File: src/rtl/conv_block_sched.sv
// Block scheduler for the 2D convolution column engine: load / process / readout per block.
// Optional watchdog compiled in with `define CONV_SCHED_WDT_EN.
module conv_block_sched #(
  parameter int NB_IMAGE = 10,
  parameter int NB_BLOCK = 8,
  parameter int NB_WDT   = 16
) (
  input  logic                i_CLK,
  input  logic                i_reset,
  input  logic                i_start,
  input  logic [NB_IMAGE-1:0] i_imgLength,
  input  logic [NB_BLOCK-1:0] i_nBlocks,
  input  logic                i_changeBlock,
  input  logic                i_EoP,
  output logic                o_fsmReset,
  output logic [NB_IMAGE-1:0] o_imgLength,
  output logic                o_SoP,
  output logic [NB_BLOCK-1:0] o_blockIdx,
  output logic [1:0]          o_phase,
  output logic                o_busy,
  output logic                o_done,
  output logic                o_error
);

  typedef enum logic [2:0] {
    S_IDLE, S_INIT, S_LOAD, S_START, S_PROC, S_DRAIN, S_NEXT, S_DONE
  } state_t;

  state_t              state;
  logic                prev_change_block;
  logic                prev_eop;
  logic [NB_BLOCK-1:0] n_blocks;
  logic                change_edge;
  logic                eop_edge;

  assign change_edge = i_changeBlock & ~prev_change_block;
  assign eop_edge    = i_EoP & ~prev_eop;

`ifdef CONV_SCHED_WDT_EN
  logic [NB_WDT-1:0] wdt;
  logic              waiting;
  logic              error_q;

  assign waiting = ((state == S_LOAD)  && !change_edge) ||
                   ((state == S_PROC)  && !eop_edge)    ||
                   ((state == S_DRAIN) && !change_edge);
  assign o_error = error_q;
`else
  logic unused_wdt_cfg;
  assign unused_wdt_cfg = (NB_WDT > 0);
  assign o_error        = 1'b0;
`endif

  always_ff @(posedge i_CLK) begin
    if (i_reset) begin
      state             <= S_IDLE;
      prev_change_block <= 1'b0;
      prev_eop          <= 1'b0;
      n_blocks          <= '0;
      o_fsmReset        <= 1'b0;
      o_imgLength       <= '0;
      o_SoP             <= 1'b0;
      o_blockIdx        <= '0;
      o_phase           <= 2'd0;
      o_busy            <= 1'b0;
      o_done            <= 1'b0;
`ifdef CONV_SCHED_WDT_EN
      wdt               <= '0;
      error_q           <= 1'b0;
`endif
    end else begin
      prev_change_block <= i_changeBlock;
      prev_eop          <= i_EoP;
      o_fsmReset        <= 1'b0;
      o_SoP             <= 1'b0;
      o_done            <= 1'b0;
`ifdef CONV_SCHED_WDT_EN
      wdt               <= '0;
`endif
      case (state)
        S_IDLE: begin
          if (i_start) begin
            o_imgLength <= i_imgLength;
            n_blocks    <= i_nBlocks;
            o_blockIdx  <= '0;
            o_busy      <= 1'b1;
`ifdef CONV_SCHED_WDT_EN
            error_q     <= 1'b0;
`endif
            if (i_nBlocks == '0) begin
              state <= S_DONE;
            end else begin
              state      <= S_INIT;
              o_fsmReset <= 1'b1;
            end
          end
        end
        S_INIT: begin
          state   <= S_LOAD;
          o_phase <= 2'd1;
        end
        S_LOAD: begin
          if (change_edge) begin
            state <= S_START;
            o_SoP <= 1'b1;
          end
        end
        S_START: begin
          state   <= S_PROC;
          o_phase <= 2'd2;
        end
        S_PROC: begin
          // A coincident changeBlock edge is dropped here; prev_* already tracks it.
          if (eop_edge) begin
            state   <= S_DRAIN;
            o_phase <= 2'd3;
          end
        end
        S_DRAIN: begin
          if (change_edge) state <= S_NEXT;
        end
        S_NEXT: begin
          if (o_blockIdx == n_blocks - NB_BLOCK'(1)) begin
            state  <= S_DONE;
            o_done <= 1'b1;
          end else begin
            o_blockIdx <= o_blockIdx + NB_BLOCK'(1);
            state      <= S_INIT;
            o_fsmReset <= 1'b1;
          end
        end
        S_DONE: begin
          // Zero-block runs arrive without o_done set and spend one extra cycle here.
          if (!o_done) begin
            o_done <= 1'b1;
          end else begin
            state   <= S_IDLE;
            o_busy  <= 1'b0;
            o_phase <= 2'd0;
          end
        end
        default: state <= S_IDLE;
      endcase
`ifdef CONV_SCHED_WDT_EN
      if (waiting) begin
        if (&wdt) begin
          state   <= S_IDLE;
          error_q <= 1'b1;
          o_busy  <= 1'b0;
          o_phase <= 2'd0;
        end else begin
          wdt <= wdt + NB_WDT'(1);
        end
      end
`endif
    end
  end

endmodule

File: config.mk
export PLATFORM = sky130hd
export DESIGN_NAME = conv_block_sched
export DESIGN_NICKNAME = d
export VERILOG_FILES = /design/src/rtl/conv_block_sched.sv
export SDC_FILE = /design/constraint.sdc
export NUM_CORES = 1
export LEC_CHECK = 0
export CAP_MARGIN = 20
export CORE_MARGIN = 2
export CORE_UTILIZATION = 30
export DETAILED_ROUTE_END_ITERATION = 10
export MAX_ROUTING_LAYER = met4
export PLACE_DENSITY = 0.64
export SYNTH_ARGS = -nofsm -noshare
export SYNTH_HDL_FRONTEND = slang
export SYNTH_SLANG_ARGS = --single-unit
File: constraint.sdc
create_clock -name i_CLK -period 2.5 [get_ports i_CLK]
set_input_delay 0.5 -clock i_CLK [delete_from_list [all_inputs] [get_ports i_CLK]]
set_output_delay 0.5 -clock i_CLK [all_outputs]
set_load 0.01 [all_outputs]
* Word level (Yosys, flattened, before mapping) *
Index checks and enable logic that the tools add are counted.

cells by class
  reductions and logical operators = 11
  muxes and demuxes = 25
  equal/unequal tests = 14
  bitwise operators = 5
  add/sub/neg operators = 2

operator list
  cell                   count
  $pmux W3 S8            1
  $mux W3                7
  $mux W8                2
  $pmux W8 S2            1
  $eq A3 B3 Y1 const B   4
  $ne A2 B2 Y1 const B   6
  $reduce_and A3 Y1      3
  $add A8 B1 Y8 const B  1
  $eq A8 B8 Y1           1
  $logic_not A8 Y1       1
  $mux W1                8
  $pmux W2 S4            1
  $sub A8 B1 Y8 const B  1
  $eq A3 B2 Y1 const B   2
  $pmux W1 S2            3
  $reduce_and A5 Y1      1
  $mux W2                2
  $reduce_bool A2 Y1     2
  $reduce_bool A4 Y1     1
  $eq A3 B1 Y1 const B   1
  $logic_not A3 Y1       1
  $not A1 Y1             3
  $and A1 B1 Y1          2
  $reduce_and A2 Y1      1
  $reduce_or A2 Y1       1

word-level totals
  word-level logic and storage cells = 68
  input port bits = 23
  bits in registers = 37
  output and inout port bits = 25

* Logic depth before layout (Yosys ltp) *
  depth after elaboration = 4
  gate-level depth with buffers = 8
  mapped depth without buffers = 8

* Worst setup path after synthesis *
Ideal clock, no wire load.

  path type = reg-to-reg
  from = register n_blocks[5]
  to = register state[1]
  arrival time = 2.224 ns
  required time = 2.430 ns
  slack = 0.206 ns
  period minus slack after synthesis = 2.294 ns
  stages on the path, launching flop included = 7
  setup time = 0.070 ns
  buffers on the path = 0
  path through = dfxtp_1 > or4_4 > or3_4 > a2111oi_4 > nand3_2 > or3_1 > a21oi_1

between the ends
  longest elaborated chain between the ends = 4

ends and longest elaborated chain
  what                    line  text
  start, declared         32    logic [NB_BLOCK-1:0] n_blocks;
  start signal, assigned  84    n_blocks <= i_nBlocks;
  $sub A8 B1 Y8           123   if (o_blockIdx == n_blocks - NB_BLOCK'(1)) begin
  $eq A8 B8 Y1            123
  $mux W3                 123
  $pmux W3 S8             80    case (state)
  end signal, assigned    120   if (change_edge) state <= S_NEXT;
  end signal, assigned    124   state <= S_DONE;
  end signal, assigned    128   state <= S_INIT;
  end, declared           29    state_t state;

No other way between the ends.
A chain may end at the register's enable or synchronous reset.

* Worst setup path in the final report *
  from = register n_blocks[5]
  to = register o_blockIdx[6]

between the ends
  longest elaborated chain between the ends = 4

ends and longest elaborated chain
  what                         line  text
  $sub A8 B1 Y8                123
  $eq A8 B8 Y1                 123
  $ne A2 B2 Y1 (no line)       --
  $reduce_and A3 Y1 (no line)  --
  end signal, assigned         127   o_blockIdx <= o_blockIdx + NB_BLOCK'(1);
  end, declared                18    output logic [NB_BLOCK-1:0] o_blockIdx,

No other way between the ends.

==> flow_summary.ini <==
[power]
powerDensity_nw_per_um2 = 865
p_switching_mw = 0.846
p_int_mw = 1.35
peakVddDrop_mv = 0.357
pwr-share-comb_pct = 45.3
switching_share_pct = 38.6
leakage_nw = 0.936
clock_power_share_pct = 18.3
power_frac_seq_pct = 36.4

[grt]
grt_overflow_total = 0
grt_pass1_vias = 1716
antenna_found_initial = 0
grt_max_degree = 34
track_usage_pct = 14.1
grt_pass1_wl_um = 7970

[clocking]
ctsResizeCount = 0
insertion_delay_ns = 0.29
htree_levels = 2
cts_buffers = 5
clkTransAtPathRegs_ns = 0.07
clock_sinks = 37
tritoncts = done
cts-root-buf = clkbuf_8
cts_buffer_depth = 2

[timing]
drv_slew = 0
setup_viol = 0
tns_ns = 0
rsz0062_at_grt = no
clock.fmax_mhz = 428
clock-skew-final_ns = 0.00393
hold_viol = 0
worst_pin_slew_ns = 0.643
relSlewSlack_pct = 57.1
period_minus_slack_ns = 2.34
period_share_pct = 93.5

[yosys]
netlist.area_leader.share_pct = 39.2
yosys.area.top_type = dfxtp_1
yosysUniqueCellTypes = 44
synthesis.area_um2 = 1890
synth_edf_count = 0
synthCells = 242
synth-seq-area-share_pct = 39.2
synth_nets = 267
ys.flop_type = dfxtp_1
synth_area_leaders = dfxtp_1 39%, nand2_1 10%, a21oi_1 6.6%
synth_area_per_cell_um2 = 7.81
yosysWarnings = 0
synth_seq_cells = 37
async_reset_ff_share_pct = 0

[setup_path]
critPathKind = reg2reg
slowest_stage = or4_4
required_ns = 2.67
reg2reg_to = o_blockIdx[6]
r2r_slack_ns = 0.16
slowest_delay_ns = 0.54
cp_max_fo = 10
cp.arrival_ns = 2.51
r2r_start = n_blocks[5]
worstPathCellList = or4_4, or3_4, a2111oi_4, nand4_4, nor3b_1, mux2i_1
r2r_cells = 6
worst_setup_path_start_kind = register
cp-end-kind = register

[layout]
final_common_cell = nand2_1
fill_cells = 611
drive_gt1_share_pct = 6.53
fin_cells = 366
syn2layout_area_growth_pct = 34.2
layout_common_cells = 52 x nand2_1, 46 x clkdlybuf4s50_1, 37 x dfxtp_1, 25 x a21oi_1, 16 x nor2_1
design_area_um2 = 2540
nets = 315
diodes = 0

[detailed_routing]
ant_nets = 0
avgViaCountPerCell = 4.93
drt_iter0_markers = 44
dr.pass1.iters = 4
finalWirelength_um = 4680
drt-wirelength-per-cell_um = 12.8
via_count = 1804
drc = 0

[placed_design]
gp_congestion = 0.835
placedCellCount = 358
placed_cell_area_um2 = 2460
numPortBuffers = 46
dp_hpwl_um = 3320

[die]
row_count = 28
initial_core_util_pct = 31.5
die_h_um = 83.4
die_area_um2 = 6950
pin_count = 48
core_um2 = 5990
die_w_um = 83.4

[hold_path]
hold_end = o_imgLength[8]
min_path_cells = 2
min_from = o_imgLength[8]
hp-class = reg2reg

[run]
drv.max_cap_violation_count = 0

[status]
status = complete, no violations
per-stage QoR:
stage / power [mW] / utilization, % / setup slack, ns / hold slack, ns
4_1_cts: 2.22 / 42.3 / 0.101 / 0.460
3_3_place_gp: 1.80 / 41.0 / 0.124 / 0.441
5_1_grt: 2.37 / 42.3 / 0.0322 / 0.482
6_report: 2.19 / 42.3 / 0.162 / 0.457
2_1_floorplan: 1.45 / - / 0.206 / 0.449
3_5_place_dp: 1.81 / 41.0 / 0.101 / 0.449
power by group through the flow:
stage | clock (mW) | sequential [mW] | combinational (mW)
2_1_floorplan | 0 | 0.803 | 0.649
3_3_place_gp | 0 | 0.808 | 0.993
3_5_place_dp | 0 | 0.813 | 0.993
4_1_cts | 0.419 | 0.801 | 1.00
5_1_grt | 0.441 | 0.821 | 1.11
6_report | 0.402 | 0.798 | 0.994
worst max-delay path, delay by kind of cell, from the launching register on:
kind	cells	cell delay, ns
flops	1	0.34
compound gates	1	0.39
simple gates	4	1.36
mux	1	0.13
cells by family (layout without fill, tap and decap cells):
family	Yosys count	after routing	synth area share [%]
and+or+nand+nor	118	118	31.6
xor gates and xnor gates	10	10	4.64
other	1	1	0.198
muxes	5	5	2.65
AOI/OAI and AO/OA	47	47	15.8
adders and majority gates	2	2	1.32
DFF	37	37	39.2
buffers and inverters	22	71	4.57
worst max path at each step:
stage	from	endpoint	cells past startpoint
floorplan	n_blocks[5]	state[1]	6
global placement	n_blocks[5]	o_blockIdx[6]	6
detailed placement	n_blocks[5]	o_blockIdx[6]	6
CTS	n_blocks[5]	o_blockIdx[6]	6
global route	n_blocks[5]	o_blockIdx[6]	6
finish	n_blocks[5]	o_blockIdx[6]	6
cell usage after synthesis (2+ instances only):
| cell | n |
|---|---|
| nand2_1 | 52 |
| dfxtp_1 | 37 |
| a21oi_1 | 25 |
| nor2_1 | 16 |
| clkbuf_1 | 12 |
| inv_1 | 9 |
| or3_1 | 8 |
| nand3_1 | 7 |
| xnor2_1 | 7 |
| and3_1 | 5 |
| mux2i_1 | 5 |
| nand2b_1 | 5 |
| nand4_1 | 4 |
| nor2b_1 | 4 |
| nor3_1 | 4 |
| o21ai_0 | 4 |
| a211oi_1 | 3 |
| o21ai_1 | 3 |
| xor2_1 | 3 |
| a21o_1 | 2 |
| and4b_1 | 2 |
| ha_1 | 2 |
| nor4_1 | 2 |
sequential cells by signal, indices dropped and copies added (netlist names):
name,flops
o_fsmReset,1
n_blocks,8
o_blockIdx,8
o_done,1
o_imgLength,10
o_busy,1
state,3
o_SoP,1
o_phase,2
prev_eop,1
prev_change_block,1
per-layer routing:
metal	GRT usage (%)	vias to the layer above	share of wire [%]
met4	4.32	0	1.0
met2	22.8	45	47
met1	17.6	826	47
met5	-	-	0
li1	-	928	-
met3	3.28	5	5.5
cell type report:
class	instances	area, µm²	area share (%)
repair buffers	54	520	20.5
well taps	75	93.8	3.70
multi-input cells	183	1070	42.1
flip-flops and latches	37	741	29.2
inverters	9	33.8	1.33
clock buffers	8	80.1	3.16
repair_timing:
action,CTS,global route
hold buffers,0,0
endpoints found under the hold margin,0,0
setup endpoints to repair,0,2
setup buffers,0,0
No activity file was read; power rests on OpenSTA's default activity.
